`config.mk`:
```
export PLATFORM = sky130hd
export DESIGN_NAME = div_32bit_seq
export DESIGN_NICKNAME = d
export VERILOG_FILES = /design/src/rtl/div_32bit_seq.sv
export SDC_FILE = /design/constraint.sdc
export NUM_CORES = 1
export LEC_CHECK = 0
export CAP_MARGIN = 10
export CORE_ASPECT_RATIO = 0.75
export CORE_UTILIZATION = 35
export DETAILED_ROUTE_END_ITERATION = 12
export PLACE_DENSITY = 0.57
export RECOVER_POWER = 100
export SLEW_MARGIN = 20
export SYNTH_ARGS = -nofsm -noshare
export SYNTH_HDL_FRONTEND = slang
export SYNTH_SLANG_ARGS = --single-unit
```
`constraint.sdc`:
```
create_clock -name clock -period 5.9 [get_ports clock]
set_clock_uncertainty 0.15 [all_clocks]
set_input_delay 1.77 -clock clock [delete_from_list [all_inputs] [get_ports clock]]
set_output_delay 1.77 -clock clock [all_outputs]
set_load 0.005 [all_outputs]
```
`src/rtl/div_32bit_seq.sv`:
```
// Sequential radix-2 non-restoring divider: quotient to LO, remainder to HI, one step per clock.
// Optional macro DIV_ZERO_FAST_EN short-circuits a zero divisor to a 2-edge result.
module div_32bit_seq #(
    parameter int WIDTH = 32,
    parameter int CNT_W = 6
) (
    input  logic             clock,
    input  logic             resetn,
    input  logic             start,
    input  logic             is_signed,
    input  logic [WIDTH-1:0] dividend,
    input  logic [WIDTH-1:0] divisor,
    output logic             busy,
    output logic             done,
    output logic [WIDTH-1:0] quotient,
    output logic [WIDTH-1:0] remainder,
    output logic             div_zero
);

    typedef enum logic [1:0] {
        S_IDLE = 2'd0,
        S_CALC = 2'd1,
        S_FIX  = 2'd2
    } state_t;

    localparam logic [WIDTH-1:0] ONE_W     = {{(WIDTH-1){1'b0}}, 1'b1};
    localparam logic [WIDTH-1:0] ZERO_W    = {WIDTH{1'b0}};
    localparam logic [WIDTH-1:0] ONES_W    = {WIDTH{1'b1}};
    localparam logic [CNT_W-1:0] CNT_ZERO  = {CNT_W{1'b0}};
    localparam logic [CNT_W-1:0] CNT_ONE   = {{(CNT_W-1){1'b0}}, 1'b1};
    localparam logic [CNT_W-1:0] CNT_LAST  = CNT_W'(WIDTH-1);

    function automatic logic [WIDTH-1:0] neg2(input logic [WIDTH-1:0] x);
        return ~x + ONE_W;
    endfunction

    state_t             state_r, state_next_s;
    logic [WIDTH:0]     p_r;
    logic [WIDTH-1:0]   q_r, d_r, a_raw_r;
    logic [CNT_W-1:0]   count_r;
    logic               q_neg_r, r_neg_r, dz_r;

    logic               a_neg_s, b_neg_s;
    logic [WIDTH-1:0]   a_abs_s, b_abs_s;
    logic [WIDTH:0]     p_sh_s, d_ext_s, p_step_s, p_fix_s;
    logic               last_s, load_s, calc_s, fix_s;

    // Operand sign/magnitude and one non-restoring step of the partial remainder.
    always_comb begin
        a_neg_s = is_signed & dividend[WIDTH-1];
        b_neg_s = is_signed & divisor[WIDTH-1];
        if (a_neg_s) a_abs_s = neg2(dividend);
        else         a_abs_s = dividend;
        if (b_neg_s) b_abs_s = neg2(divisor);
        else         b_abs_s = divisor;
        p_sh_s  = {p_r[WIDTH-1:0], q_r[WIDTH-1]};
        d_ext_s = {1'b0, d_r};
        // A negative P is repaired by adding D on the next step instead of restoring now.
        if (p_r[WIDTH]) begin
            p_step_s = p_sh_s + d_ext_s;
            p_fix_s  = p_r + d_ext_s;
        end else begin
            p_step_s = p_sh_s - d_ext_s;
            p_fix_s  = p_r;
        end
        last_s = (count_r == CNT_LAST);
    end

    // State register.
    always_ff @(posedge clock or negedge resetn) begin
        if (!resetn) state_r <= S_IDLE;
        else         state_r <= state_next_s;
    end

    // Next-state logic.
    always_comb begin
        state_next_s = state_r;
        case (state_r)
            S_IDLE: if (start)  state_next_s = S_CALC; else state_next_s = S_IDLE;
            S_CALC: if (last_s) state_next_s = S_FIX;  else state_next_s = S_CALC;
            S_FIX:  state_next_s = S_IDLE;
            default: state_next_s = S_IDLE;
        endcase
    end

    // Datapath strobes decoded from the state.
    always_comb begin
        load_s = 1'b0;
        calc_s = 1'b0;
        fix_s  = 1'b0;
        case (state_r)
            S_IDLE:  load_s = start;
            S_CALC:  calc_s = 1'b1;
            S_FIX:   fix_s  = 1'b1;
            default: load_s = 1'b0;
        endcase
    end

    // Datapath and registered outputs.
    always_ff @(posedge clock or negedge resetn) begin
        if (!resetn) begin
            p_r       <= {(WIDTH+1){1'b0}};
            q_r       <= ZERO_W;
            d_r       <= ZERO_W;
            a_raw_r   <= ZERO_W;
            count_r   <= CNT_ZERO;
            q_neg_r   <= 1'b0;
            r_neg_r   <= 1'b0;
            dz_r      <= 1'b0;
            busy      <= 1'b0;
            done      <= 1'b0;
            quotient  <= ZERO_W;
            remainder <= ZERO_W;
            div_zero  <= 1'b0;
        end else if (load_s) begin
            p_r      <= {(WIDTH+1){1'b0}};
            q_r      <= a_abs_s;
            d_r      <= b_abs_s;
            a_raw_r  <= dividend;
            q_neg_r  <= a_neg_s ^ b_neg_s;
            r_neg_r  <= a_neg_s;
            dz_r     <= (divisor == ZERO_W);
`ifdef DIV_ZERO_FAST_EN
            // A zero divisor runs only the final step so the forced result lands 2 edges out.
            if (divisor == ZERO_W) count_r <= CNT_LAST;
            else                   count_r <= CNT_ZERO;
`else
            count_r  <= CNT_ZERO;
`endif
            busy     <= 1'b1;
            done     <= 1'b0;
            div_zero <= 1'b0;
        end else if (calc_s) begin
            p_r     <= p_step_s;
            q_r     <= {q_r[WIDTH-2:0], ~p_step_s[WIDTH]};
            count_r <= count_r + CNT_ONE;
            done    <= 1'b0;
        end else if (fix_s) begin
            busy <= 1'b0;
            done <= 1'b1;
            if (dz_r) begin
                quotient  <= ONES_W;
                remainder <= a_raw_r;
                div_zero  <= 1'b1;
            end else begin
                quotient  <= q_neg_r ? neg2(q_r) : q_r;
                remainder <= r_neg_r ? neg2(p_fix_s[WIDTH-1:0]) : p_fix_s[WIDTH-1:0];
                div_zero  <= 1'b0;
            end
        end else begin
            done <= 1'b0;
        end
    end

endmodule

```
# Word level (Yosys, flattened, before mapping)
# Cells that the tools add are included.
# W data, S select, Z words.
[totals]
register_bits = 207
mem_count = 0
output_inout_bits = 67
word_cells = 72
latch_bits = 0
ram_bits = 0
in_bits = 68
mem_bits_ro = 0
[classes]
mux = 30
magnitude_cmp = 0
n_mul = 0
n_eq_ne = 4
shift = 0
addsub = 8
bitwise = 10
div_mod_pow = 0
n_reduce_logical = 6
[op_table]
columns = ["cell", "n"]
rows = [
  ["$mux W32", 9],
  ["$add A32 B1 Y32 const B", 4],
  ["$not A32 Y32", 4],
  ["$mux W33", 3],
  ["$add A33 B32 Y33", 1],
  ["$sub A33 B32 Y33", 1],
  ["$add A32 B32 Y32", 1],
  ["$logic_not A32 Y1", 1],
  ["$mux W1", 14],
  ["$mux W6", 2],
  ["$add A6 B1 Y6 const B", 1],
  ["$eq A6 B5 Y1 const B", 1],
  ["$pmux W2 S2", 1],
  ["$reduce_bool A2 Y1", 2],
  ["$not A1 Y1", 3],
  ["$reduce_and A3 Y1", 1],
  ["$and A1 B1 Y1", 2],
  ["$eq A2 B1 Y1 const B", 1],
  ["$eq A2 B2 Y1 const B", 1],
  ["$logic_not A2 Y1", 1],
  ["$mux W2", 1],
  ["$ne A2 B2 Y1 const B", 1],
  ["$reduce_and A2 Y1", 1],
  ["$xor A1 B1 Y1", 1],
]

# Logic depth before layout (Yosys ltp)
[logic_depth]
depth_word = 6
depth_mapped = 21
mapped_depth_nobuf = 18

# Least setup slack after synthesis
# OpenSTA, ideal clock, no wires.
[synth_timing]
kind = "reg2reg"
startpoint = "register p_r[32]"
endpoint = "register p_r[31]"
stages_incl_launch_ff = 21
setup_ps = 122
period_less_slack_ps = 5607
path_buffers = 7
setup_slack_ps = 293
required_ps = 5628
t_arrival_ps = 5335
cell_sequence = "dfrtp_1 > clkbuf_1 > clkbuf_1 > buf_1 > clkbuf_1 > buf_1 > buf_1 > clkbuf_1 > a21oi_1 > xor2_1 > ha_1 > nand2_1 > or3_1 > or2_2 > o21a_1 > nor3_1 > a41o_1 > a31oi_1 > a2111oi_0 > o21ai_0 > a32o_1"
[synth_between]
elab_chain_cells = 3
[synth_rtl]
columns = ["item", "line_no", "rtl"]
rows = [
  ["start, declared", "38", "logic [WIDTH:0] p_r;"],
  ["start signal, assigned", "102", "p_r <= {(WIDTH+1){1'b0}};"],
  ["start signal, assigned", "116", "p_r <= {(WIDTH+1){1'b0}};"],
  ["start signal, assigned", "134", "p_r <= p_step_s;"],
  ["$mux W33", "59", "if (p_r[WIDTH]) begin"],
  ["$mux W33", "133", "end else if (calc_s) begin"],
  ["$mux W33", "115", "end else if (load_s) begin"],
]
# No other way between the ends. The select of a mux whose other input is x is not followed.
# A chain may end at the register's enable or synchronous reset.

# Final worst setup path
[layout_timing]
startpoint = "register d_r[6]"
endpoint = "register p_r[31]"
[layout_between]
elab_chain_cells = 4
word_cells_on_any_way = 5
classes_between = "2 x add/sub; 3 x mux"
[layout_rtl]
columns = ["item", "line_no", "rtl"]
rows = [
  ["start, declared", "39", "logic [WIDTH-1:0] q_r, d_r, a_raw_r;"],
  ["start signal, assigned", "118", "d_r <= b_abs_s;"],
  ["$sub A33 B32 Y33 / $add A33 B32 Y33 (equally long branches)", "63, 60", ""],
  ["$mux W33 *", "59", ""],
  ["$mux W33 *", "133", ""],
  ["$mux W33 *", "115", ""],
]
# Every way passes the cells marked *; elsewhere a longest branch is shown, timed or not. The select of a mux whose other input is x is not followed.

==> flow_metrics.tcl <==
set metrics [dict create \
    status "complete, but fails checks" \
    failed_checks "capacitance limit, slew limit" \
    worst_skew_pair.late_latency_ns 0.56 \
    cells_along_the_critical_path "or4_1 > or3_1 > nor3b_1 > nand2_1 > or4_1 > o41ai_1 > xnor2_1 > ha_1 > a21o_1 > a21o_1 > or4_1 > a41o_1 > a31oi_1 > a2111oi_0 > or3_1 > a32o_1" \
    fp.dieH_um 181.0 \
    worst_r2r_endpoint "p_r[31]" \
    post-route-cell-area_um2 17660 \
    core_um2 42050 \
    timing_startpoint_of_the_critical_path "d_r[6]" \
    finalNetCount 2066 \
    place_area_um2 16890 \
    seq_area_frac_synth_pct 34.65 \
    final.setup.worst_slack_ns 0.3431 \
    clk_path_buf_depth 3 \
    max-vdd-ir-drop_v 0.0003238 \
    num_rows 65 \
    whs_path_depth 2 \
    first_pass_grt_wire_length_um 76330 \
    seq_power_share_pct 22.6 \
    commonest_cells_after_routing_fill_and_taps_aside "nand2_1, dfrtp_1, o21ai_0, a21oi_1, nor2_1" \
    area.growth.synth_to_final_pct 18.14 \
    finalSetupTns_ns 0 \
    totalWireLength_um 47910 \
    clock-sinks 207 \
    cp_slowest_stage_delay_ns 0.61 \
    worst_r2r_startpoint "d_r[6]" \
    path_clk_slew_ns 0.07 \
    r2r.worst_path.cells 16 \
    criticalPathCategory "flop to flop" \
    vias_per_cell 5.495 \
    setup.worst_path.end "p_r[31]" \
    finalHoldViolCount 0 \
    p_sw_share_pct 49.02 \
    p_per_area_nw_per_um2 708.5 \
    tritoncts "yes" \
    internal-power_uw 6380 \
    antenna_found_initial 2 \
    synth_warnings 0 \
    total_switching_power_uw 6134 \
    wl_per_cell_um 19.05 \
    maxSlewViolCount 327 \
    postCtsResizedCells 0 \
    floorplan.io_pins 135 \
    worst_slack_placed_ns 0.4468 \
    crit_slowest_cell "or4_1" \
    r2r_setup_slack_ns 0.34 \
    endpoint_kind "flop" \
    mappedNetlistNets 1971 \
    hpwl_after_dpl_um 37060 \
    netlist_instances 1832 \
    hold_path.class "flop to flop" \
    floorplan.die.width_um 240.7 \
    numPortBuffers 134 \
    max_slew_margin_pct -77.45 \
    avgSynthCellArea_um2 8.161 \
    final_period_minus_worst_setup_slack_ns 5.557 \
    cts_hold_buf 0 \
    overflow 0 \
    post_synth_num_cell_types 77 \
    synthesized_flop_and_latch_total 207 \
    post-route-period-util_pct 94.18 \
    vias 13820 \
    design.die.area_um2 43560 \
    startpoint_type "flop" \
    drive_above_1_share_pct 4.679 \
    globalRouteTotalUtil_pct 22.19 \
    cts.root.buffer_cell "clkbuf_16" \
    globalplace.congestion 0.8961 \
    critical_path_arrival_ns 5.82 \
    max_freq_ghz 0.1800 \
    place_inst 2469 \
    final_antenna_net_count 0 \
    detailed_routing_iterations_pass_1 5 \
    cell_mode_on_critical_path "or4_1" \
    drt_iter0_markers 1167 \
    post-cts-setup-buffers 0 \
    cap_viol_max_count 7 \
    stdcell_count 2515 \
    crit_required_ns 6.17 \
    synth_edf_count 0 \
    effective_utilization_at_floorplan_pct 35.56 \
    setup_viol 0 \
    synthFlopType "dfrtp_1" \
    largest_net_degree_at_the_start_of_global_routing 94 \
    worstPathMaxFanout 6 \
    worst_margin_slew_ns 2.662 \
    rsz0062_at_grt "no" \
    comb_power_share_pct 64.4 \
    grt_pass1_vias 13110 \
    remaining_drc_errors 0 \
    synth.cell_area_um2 14950 \
    most_frequent_standard_cell_in_the_layout_excluding_fill_and_tap_cells "nand2_1" \
    cts_buffer_count 25 \
    async_reset_ff_share_pct 100.0 \
    h_tree_depth 1 \
    clock_power_share_pct 13.0 \
    power_leakage_uw 0.007762 \
]
[power groups by stage]
stage	clock (uW)	combinational, uW	sequential, uW
floorplan	0	6110	2480
global placement	0	7950	2830
detailed placement	0	7960	2850
CTS	1660	8010	2830
global route	1720	9000	2910
finish	1630	8050	2830
[through the flow]
| step | power [uW] | util [%] | hold WS (ns) |
|---|---|---|---|
| after global placement | 10770 | 40.17 | 0.3017 |
| after detailed placement | 10810 | 40.17 | 0.3058 |
| after global routing | 13640 | 42.00 | 0.3436 |
| after floorplan | 8592 | - | 0.2879 |
| after CTS | 12500 | 42.21 | 0.3221 |
| final | 12510 | 42.01 | 0.3190 |
[worst min path at each step]
stage | from | end | slack, ns
after detailed placement | a_raw_r[30] | a_raw_r[30] | 0.31
after global routing | a_raw_r[10] | a_raw_r[10] | 0.34
final | a_raw_r[30] | a_raw_r[30] | 0.32
after floorplan | a_raw_r[22] | a_raw_r[22] | 0.29
after global placement | a_raw_r[31] | a_raw_r[31] | 0.30
after CTS | a_raw_r[30] | a_raw_r[30] | 0.32
[critical path, delay by kind of cell, from the launching register on]
family	cells	cell delay, ns
flops	1	0.44
compound gates	7	1.61
simple gates	7	2.69
fa+ha+maj	1	0.34
xor+xnor	1	0.20
[flip-flops by register name, summed over array words and instances (netlist names), 2 cells and up]
register   cells
remainder     32
d_r           32
q_r           32
quotient      32
state_r        2
count_r        6
p_r           33
a_raw_r       32
[synth_stat cells (all sizes together) (36+ instances only)]
cell type / instances / area [um2]
a21o: 36 / 270.3
a21oi: 146 / 730.7
clkbuf: 83 / 311.6
dfrtp: 207 / 5180
ha: 69 / 863.3
inv: 37 / 138.9
nand2: 270 / 1013
nor2: 146 / 548.0
nor3: 40 / 200.2
o21ai: 192 / 960.9
xnor2: 75 / 656.9
xor2: 110 / 963.4
[routing by layer]
metal  vias up  global-route usage (%)  wire [um]
met4         0                   4.637        935
met5         -                       0          0
met1      6629                   36.56      25860
met2       365                   29.79      18560
li1       6774                       -          -
met3        53                   2.842       2551
[logic make-up (layout without fill, tap and decap cells)]
logic type	count (synthesis)	after routing	synth area share [%]
simple gates	653	653	20.32
compound gates	571	571	23.79
flops	207	207	34.65
xor+xnor	185	185	10.84
buf+inv	130	243	3.322
fa+ha+maj	71	71	6.042
mux	15	15	1.038
other cells	0	1	0
[cell type report]
class / instances / area [um2]
diodes: 1 / 2.502
clock buffers: 32 / 691.9
clock inverters: 13 / 165.2
fillers: 4233 / 24380
inverters: 38 / 142.6
multi-input cells: 1495 / 9248
flip-flops and latches: 207 / 5180
well taps: 569 / 711.9
repair buffers: 160 / 1520
No activity file was read; power rests on OpenSTA's default activity.
